File: config.mk
export PLATFORM = sky130hd
export DESIGN_NAME = fx2_stream_writer
export DESIGN_NICKNAME = d
export VERILOG_FILES = /design/src/rtl/fx2_stream_writer.sv
export SDC_FILE = /design/constraint.sdc
export NUM_CORES = 1
export LEC_CHECK = 0
export CAP_MARGIN = 20
export CELL_PAD_IN_SITES_DETAIL_PLACEMENT = 0
export CELL_PAD_IN_SITES_GLOBAL_PLACEMENT = 1
export CORE_ASPECT_RATIO = 1.75
export CORE_MARGIN = 5
export CORE_UTILIZATION = 39
export CTS_BUF_LIST = sky130_fd_sc_hd__clkbuf_8
export DETAILED_ROUTE_END_ITERATION = 10
export DONT_BUFFER_PORTS = 1
export PLACE_DENSITY = 0.59
export SYNTH_ARGS = -nofsm -noshare
export SYNTH_HDL_FRONTEND = slang
export SYNTH_SLANG_ARGS = --single-unit
export TNS_END_PERCENT = 100
File: constraint.sdc
create_clock -name ADC_CLK -period 4.3 [get_ports ADC_CLK]
set_input_delay 0.645 -clock ADC_CLK [delete_from_list [all_inputs] [get_ports ADC_CLK]]
set_output_delay 0.645 -clock ADC_CLK [all_outputs]
set_load 0.01 [all_outputs]
File: src/rtl/fx2_stream_writer.sv
// Buffers a 16-bit sample stream and writes it to the FX2 slave-FIFO port.
// Build with FX2_WR_PKTEND_EN defined to commit partial packets with a PKTEND pulse.
module fx2_stream_writer #(
  parameter int         DEPTH_LOG2 = 4,
  parameter int         PKT_WORDS  = 256,
  parameter logic [1:0] EP_ADDR    = 2'b10
) (
  input  logic        ADC_CLK,
  input  logic        RST_N,
  input  logic [15:0] s_data,
  input  logic        s_valid,
  output logic        s_ready,
  input  logic        enable,
  input  logic        FX2_FLAGB,
  output logic [15:0] FD_OUT,
  output logic        FD_OE,
  output logic [1:0]  FIFOADR,
  output logic        FX2_SLWR,
  output logic        FX2_SLRD,
  output logic        FX2_SLOE,
  output logic        FX2_SLCS,
  output logic        FX2_PKTEND,
  output logic [15:0] drop_cnt
);

  localparam int                  DEPTH   = 1 << DEPTH_LOG2;
  localparam logic [DEPTH_LOG2:0] PTR_ONE = 1;

`ifdef FX2_WR_PKTEND_EN
  typedef enum logic [1:0] {
    ST_IDLE  = 2'd0,
    ST_RUN   = 2'd1,
    ST_DRAIN = 2'd2,
    ST_FLUSH = 2'd3
  } state_t;
`else
  typedef enum logic [1:0] {
    ST_IDLE  = 2'd0,
    ST_RUN   = 2'd1,
    ST_DRAIN = 2'd2
  } state_t;
`endif

  function automatic logic [15:0] sat_inc(input logic [15:0] v);
    return (v == 16'hFFFF) ? v : v + 16'd1;
  endfunction

  state_t              r_state;
  state_t              w_state_nxt;
  logic                r_flag_q;
  logic [15:0]         r_mem [DEPTH];
  logic [DEPTH_LOG2:0] r_wr_ptr;
  logic [DEPTH_LOG2:0] r_rd_ptr;
  logic                w_empty;
  logic                w_full;
  logic                w_push;
  logic                w_wr;
  logic [15:0]         w_head;
  logic                r_slwr;
  logic [15:0]         r_fd_out;
  logic                r_fd_oe;
  logic [15:0]         r_drop_cnt;

  assign w_empty = (r_wr_ptr == r_rd_ptr);
  assign w_full  = (r_wr_ptr[DEPTH_LOG2] != r_rd_ptr[DEPTH_LOG2]) &&
                   (r_wr_ptr[DEPTH_LOG2-1:0] == r_rd_ptr[DEPTH_LOG2-1:0]);
  assign w_push  = s_valid && !w_full;
  assign w_head  = r_mem[r_rd_ptr[DEPTH_LOG2-1:0]];

  // Sample buffer storage carries data only, so it is not reset.
  always_ff @(posedge ADC_CLK) begin
    if (w_push) r_mem[r_wr_ptr[DEPTH_LOG2-1:0]] <= s_data;
  end

  always_ff @(posedge ADC_CLK or negedge RST_N) begin
    if (!RST_N) begin
      r_wr_ptr <= '0;
      r_rd_ptr <= '0;
      r_flag_q <= 1'b0;
    end else begin
      r_flag_q <= FX2_FLAGB;
      if (w_push) r_wr_ptr <= r_wr_ptr + PTR_ONE;
      if (w_wr)   r_rd_ptr <= r_rd_ptr + PTR_ONE;
    end
  end

`ifdef FX2_WR_PKTEND_EN
  localparam int             PKT_W    = (PKT_WORDS > 1) ? $clog2(PKT_WORDS) : 1;
  localparam logic [PKT_W-1:0] PKT_LAST = PKT_W'(PKT_WORDS - 1);
  localparam logic [PKT_W-1:0] PKT_ONE  = 1;

  logic             r_pktend;
  logic [PKT_W-1:0] r_pkt_cnt;
  logic             w_flush_fire;
`endif

  always_comb begin
    w_state_nxt = r_state;
    w_wr        = 1'b0;
`ifdef FX2_WR_PKTEND_EN
    w_flush_fire = 1'b0;
`endif
    case (r_state)
      ST_IDLE: begin
        if (enable) w_state_nxt = ST_RUN;
      end
      ST_RUN: begin
        w_wr = r_flag_q && !w_empty;
        if (!enable) w_state_nxt = ST_DRAIN;
      end
      ST_DRAIN: begin
        w_wr = r_flag_q && !w_empty;
        if (w_empty) begin
`ifdef FX2_WR_PKTEND_EN
          w_state_nxt = (r_pkt_cnt != '0) ? ST_FLUSH : ST_IDLE;
`else
          w_state_nxt = ST_IDLE;
`endif
        end
      end
`ifdef FX2_WR_PKTEND_EN
      // PKTEND waits for endpoint space so the short packet is not refused.
      ST_FLUSH: begin
        if (r_flag_q) begin
          w_flush_fire = 1'b1;
          w_state_nxt  = ST_IDLE;
        end
      end
`endif
      default: w_state_nxt = ST_IDLE;
    endcase
  end

  always_ff @(posedge ADC_CLK or negedge RST_N) begin
    if (!RST_N) begin
      r_state    <= ST_IDLE;
      r_slwr     <= 1'b1;
      r_fd_out   <= 16'h0000;
      r_fd_oe    <= 1'b0;
      r_drop_cnt <= 16'h0000;
    end else begin
      r_state <= w_state_nxt;
      r_slwr  <= !w_wr;
      r_fd_oe <= (w_state_nxt != ST_IDLE);
      if (w_wr) r_fd_out <= w_head;
      if (s_valid && w_full) r_drop_cnt <= sat_inc(r_drop_cnt);
    end
  end

`ifdef FX2_WR_PKTEND_EN
  // The FX2 commits full packets itself; the counter only tracks the remainder.
  always_ff @(posedge ADC_CLK or negedge RST_N) begin
    if (!RST_N) begin
      r_pkt_cnt <= '0;
      r_pktend  <= 1'b1;
    end else begin
      r_pktend <= !w_flush_fire;
      if (w_flush_fire)
        r_pkt_cnt <= '0;
      else if (w_wr)
        r_pkt_cnt <= (r_pkt_cnt == PKT_LAST) ? '0 : r_pkt_cnt + PKT_ONE;
    end
  end

  assign FX2_PKTEND = r_pktend;
`else
  assign FX2_PKTEND = 1'b1;
`endif

  assign s_ready  = !w_full;
  assign FD_OUT   = r_fd_out;
  assign FD_OE    = r_fd_oe;
  assign FIFOADR  = EP_ADDR;
  assign FX2_SLWR = r_slwr;
  assign FX2_SLRD = 1'b1;
  assign FX2_SLOE = 1'b1;
  assign FX2_SLCS = 1'b0;
  assign drop_cnt = r_drop_cnt;

endmodule
==> impl_metrics.yaml <==
cts:
  cts_resized: 0
  clkSinkCount: 303
  clk_pin_slew_ns: 0.06
  insertion_delay_ns: 0.56
  clk_path_buf_depth: 3
  root_buffer: "clkbuf_8"
  htreeDepth: 2
  cts_buffers: 43
  cts_tree: "yes"
pwr:
  swShare: 0.306
  p_seq_frac: 0.464
  leakage_nw: 4.53
  power.share.combinational: 0.264
  internal-power_w: 0.00587
  ir_worst_vdd_mv: 0.257
  pwr-share-clk: 0.272
  p_switching_w: 0.00259
  power.density_nw_per_um2: 635
detailed_routing:
  routed_wl_um: 26600
  firstDrtPassIters: 4
  wire_per_inst_um: 25.1
  final_antenna_net_count: 0
  drc: 0
  drt-initial-drc-count: 374
  avgViaCountPerCell: 5.28
  num_vias: 5583
setup_path:
  start_kind: "flop"
  crit_path_end_kind: "flop"
  crit_path_max_fanout: 25
  critical_path.max_stage_delay_ns: 0.74
  cp.required_ns: 4.56
  crit_family: "simple AND/OR/NAND/NOR gates"
  crit_arrival_ns: 3.18
  crit_chain: "xor2_1 -> nor4_4 -> a21boi_2 -> nand2_1 -> nor2_2 -> buf_4"
  critPathSlowestCell: "dfrtp_4"
  path_class: "flop to flop"
  crit_buf_inv: 1
timing:
  holdWs_ns: 0.115
  max_freq_mhz: 342
  tns_ns: 0
  period_minus_slack_ns: 2.92
  setup_viol: 0
  worst_slew_pin_slew_ns: 1.00
  slew_headroom: 0.333
  skew_ns: 0.0247
  drv_slew: 0
  min_period_over_period: 0.679
  final_hold_viol_count: 0
  rsz0062_at_grt: "false"
yosys:
  ys_types: 36
  yosys_register_bits: 303
  synth.yosys.seq_area_share: 0.747
  synthCells: 596
  synth_area_per_cell_um2: 19.9
  yosys_warnings: 0
  synth_area_um2: 11900
cells_and_area:
  diodes: 0
  area_growth_pct: 12.3
  layout-drive-gt1-share: 0.274
  final_cell_mix: "edfxtp_1 (256), mux4_2 (64), clkbuf_8 (47), dfrtp_1 (44), nand2_1 (36)"
  finalNetCount: 669
  final_common_cell: "edfxtp_1"
  final_area_um2: 13300
floorplanning:
  die_y_um: 241
  core_area_um2: 30100
  die_area_um2: 34200
  start_util: 0.395
  pin_count: 62
  fp-row-count: 84
  die_w_um: 142
grt:
  grt_pass1_wl_um: 39700
  grt_max_degree: 68
  grt.overflow.total: 0
  grt_antenna_before_repair: 0
  grt_util_all_layers: 0.159
  grt_pass1_vias: 6127
placed_design:
  port_buffers: 0
  dp_hpwl_um: 16800
  placed_cell_area_um2: 12400
  place.gp.congestion: 0.763
run:
  drv_cap: 0
hold_path:
  worstHoldPathType: "input pin to flop"
outcome:
  outcome: "completed"
final cells by class:
type,count,area [µm²]
timing repair buffer,25,210
sequential,303,8870
multi-input combinational,259,2860
tap,387,484
clock buffer,47,647
fill,2596,16700
clock inverter,31,228
inverter,6,22.5
power by group through the flow:
stage	clock, W	sequential [W]	combinational (W)
5_1_grt	0.00250	0.00398	0.00241
4_1_cts	0.00238	0.00394	0.00230
3_3_place_gp	0	0.00398	0.00226
3_5_place_dp	0	0.00400	0.00227
2_1_floorplan	0	0.00382	0.00173
6_report	0.00230	0.00392	0.00223
worst reg2reg max path, delay by kind of cell, from the launching register on:
kind / cells / cell delay (ns)
buf+inv: 1 / 0.31
compound gates: 1 / 0.39
flops: 1 / 0.74
xor+xnor: 1 / 0.31
simple gates: 3 / 0.88
worst paths after layout:
check	startpoint	endpoint	slack [ns]	depth (start not counted)
worst max-delay path	r_rd_ptr[0]$_DFFE_PN0P_	r_mem[13][11]$_DFFE_PP_	1.38	6
worst min-delay path	FX2_FLAGB	r_flag_q$_DFF_PN0_	0.12	0
worst max register to register	r_rd_ptr[0]$_DFFE_PN0P_	r_mem[13][11]$_DFFE_PP_	1.38	6
worst min register to register	r_wr_ptr[4]$_DFFE_PN0P_	r_wr_ptr[4]$_DFFE_PN0P_	0.53	1
max in group asynchronous	RST_N	FX2_SLWR$_DFF_PN1_	3.39	2
min in group asynchronous	RST_N	r_state[1]$_DFF_PN0_	0.60	2
per-layer routing:
layer  wire length, µm  share of wire  vias to the layer above  GRT usage
met4               937          0.035                        0     0.0634
met5                 0              0                        -          0
met1              9190           0.35                     2912      0.170
li1                  -              -                     2474          -
met3              1380          0.052                       57     0.0335
met2             15100           0.57                      140      0.303
cells by family (layout without fill, tap and decap cells):
logic type	Yosys count	after routing	share of synthesized area
buffers and inverters	38	109	0.0173
AND/OR/NAND/NOR	89	89	0.0376
adder cells (fa/ha/maj)	10	10	0.0105
AO/OA/AOI/OAI	43	43	0.0268
XOR/XNOR	28	28	0.0207
flip-flops	303	303	0.747
other	2	6	0.000633
multiplexers	83	83	0.139
cell usage after synthesis:
library cell / count / area share
buf_2: 5 / 0.0021
mux4_2: 64 / 0.12
nand4_1: 4 / 0.0021
conb_1: 2 / 0.00063
nand2_1: 36 / 0.011
o21ai_0: 2 / 0.00084
clkbuf_1: 10 / 0.0032
nor2b_1: 2 / 0.0011
nor2_1: 14 / 0.0044
edfxtp_1: 256 / 0.65
a211oi_1: 2 / 0.0013
dfrtp_1: 46 / 0.097
xor2_1: 11 / 0.0081
a22oi_1: 32 / 0.020
and2_1: 6 / 0.0032
nand3_1: 8 / 0.0034
xnor2_1: 17 / 0.013
a221oi_1: 1 / 0.00074
mux2_1: 1 / 0.00095
a21oi_1: 3 / 0.0013
ha_1: 10 / 0.011
a31oi_1: 1 / 0.00053
and4_1: 5 / 0.0037
inv_1: 6 / 0.0019
mux2_2: 18 / 0.017
and4b_1: 1 / 0.00084
nand2b_1: 2 / 0.0011
nor4_4: 1 / 0.0018
dfstp_2: 1 / 0.0022
o311a_2: 1 / 0.00095
buf_4: 9 / 0.0057
and3_1: 5 / 0.0026
buf_6: 3 / 0.0028
a21boi_2: 1 / 0.00095
nor3_1: 5 / 0.0021
buf_1: 5 / 0.0016
flip-flops by register name, summed over array words and instances (netlist names):
name / flops
r_mem: 256
r_wr_ptr: 5
FD_OE: 1
FD_OUT: 16
drop_cnt: 16
r_state: 2
FX2_SLWR: 1
r_flag_q: 1
r_rd_ptr: 5
stage by stage:
stage	power [W]	std cells	util	worst slack [ns]
floorplan	0.00556	600	-	1.46
global placement	0.00624	978	0.413	1.39
detailed placement	0.00628	978	0.413	1.31
CTS	0.00862	1058	0.443	1.31
global route	0.00889	1058	0.443	1.14
finish	0.00846	1058	0.443	1.38
timing repair:
| action | 4_1_cts | 5_1_grt |
|---|---|---|
| hold endpoints to repair | 47 | 0 |
| setup buffers | 0 | 0 |
| hold buffers | 2 | 0 |
Note: power is estimated with default switching activity, not from simulation.
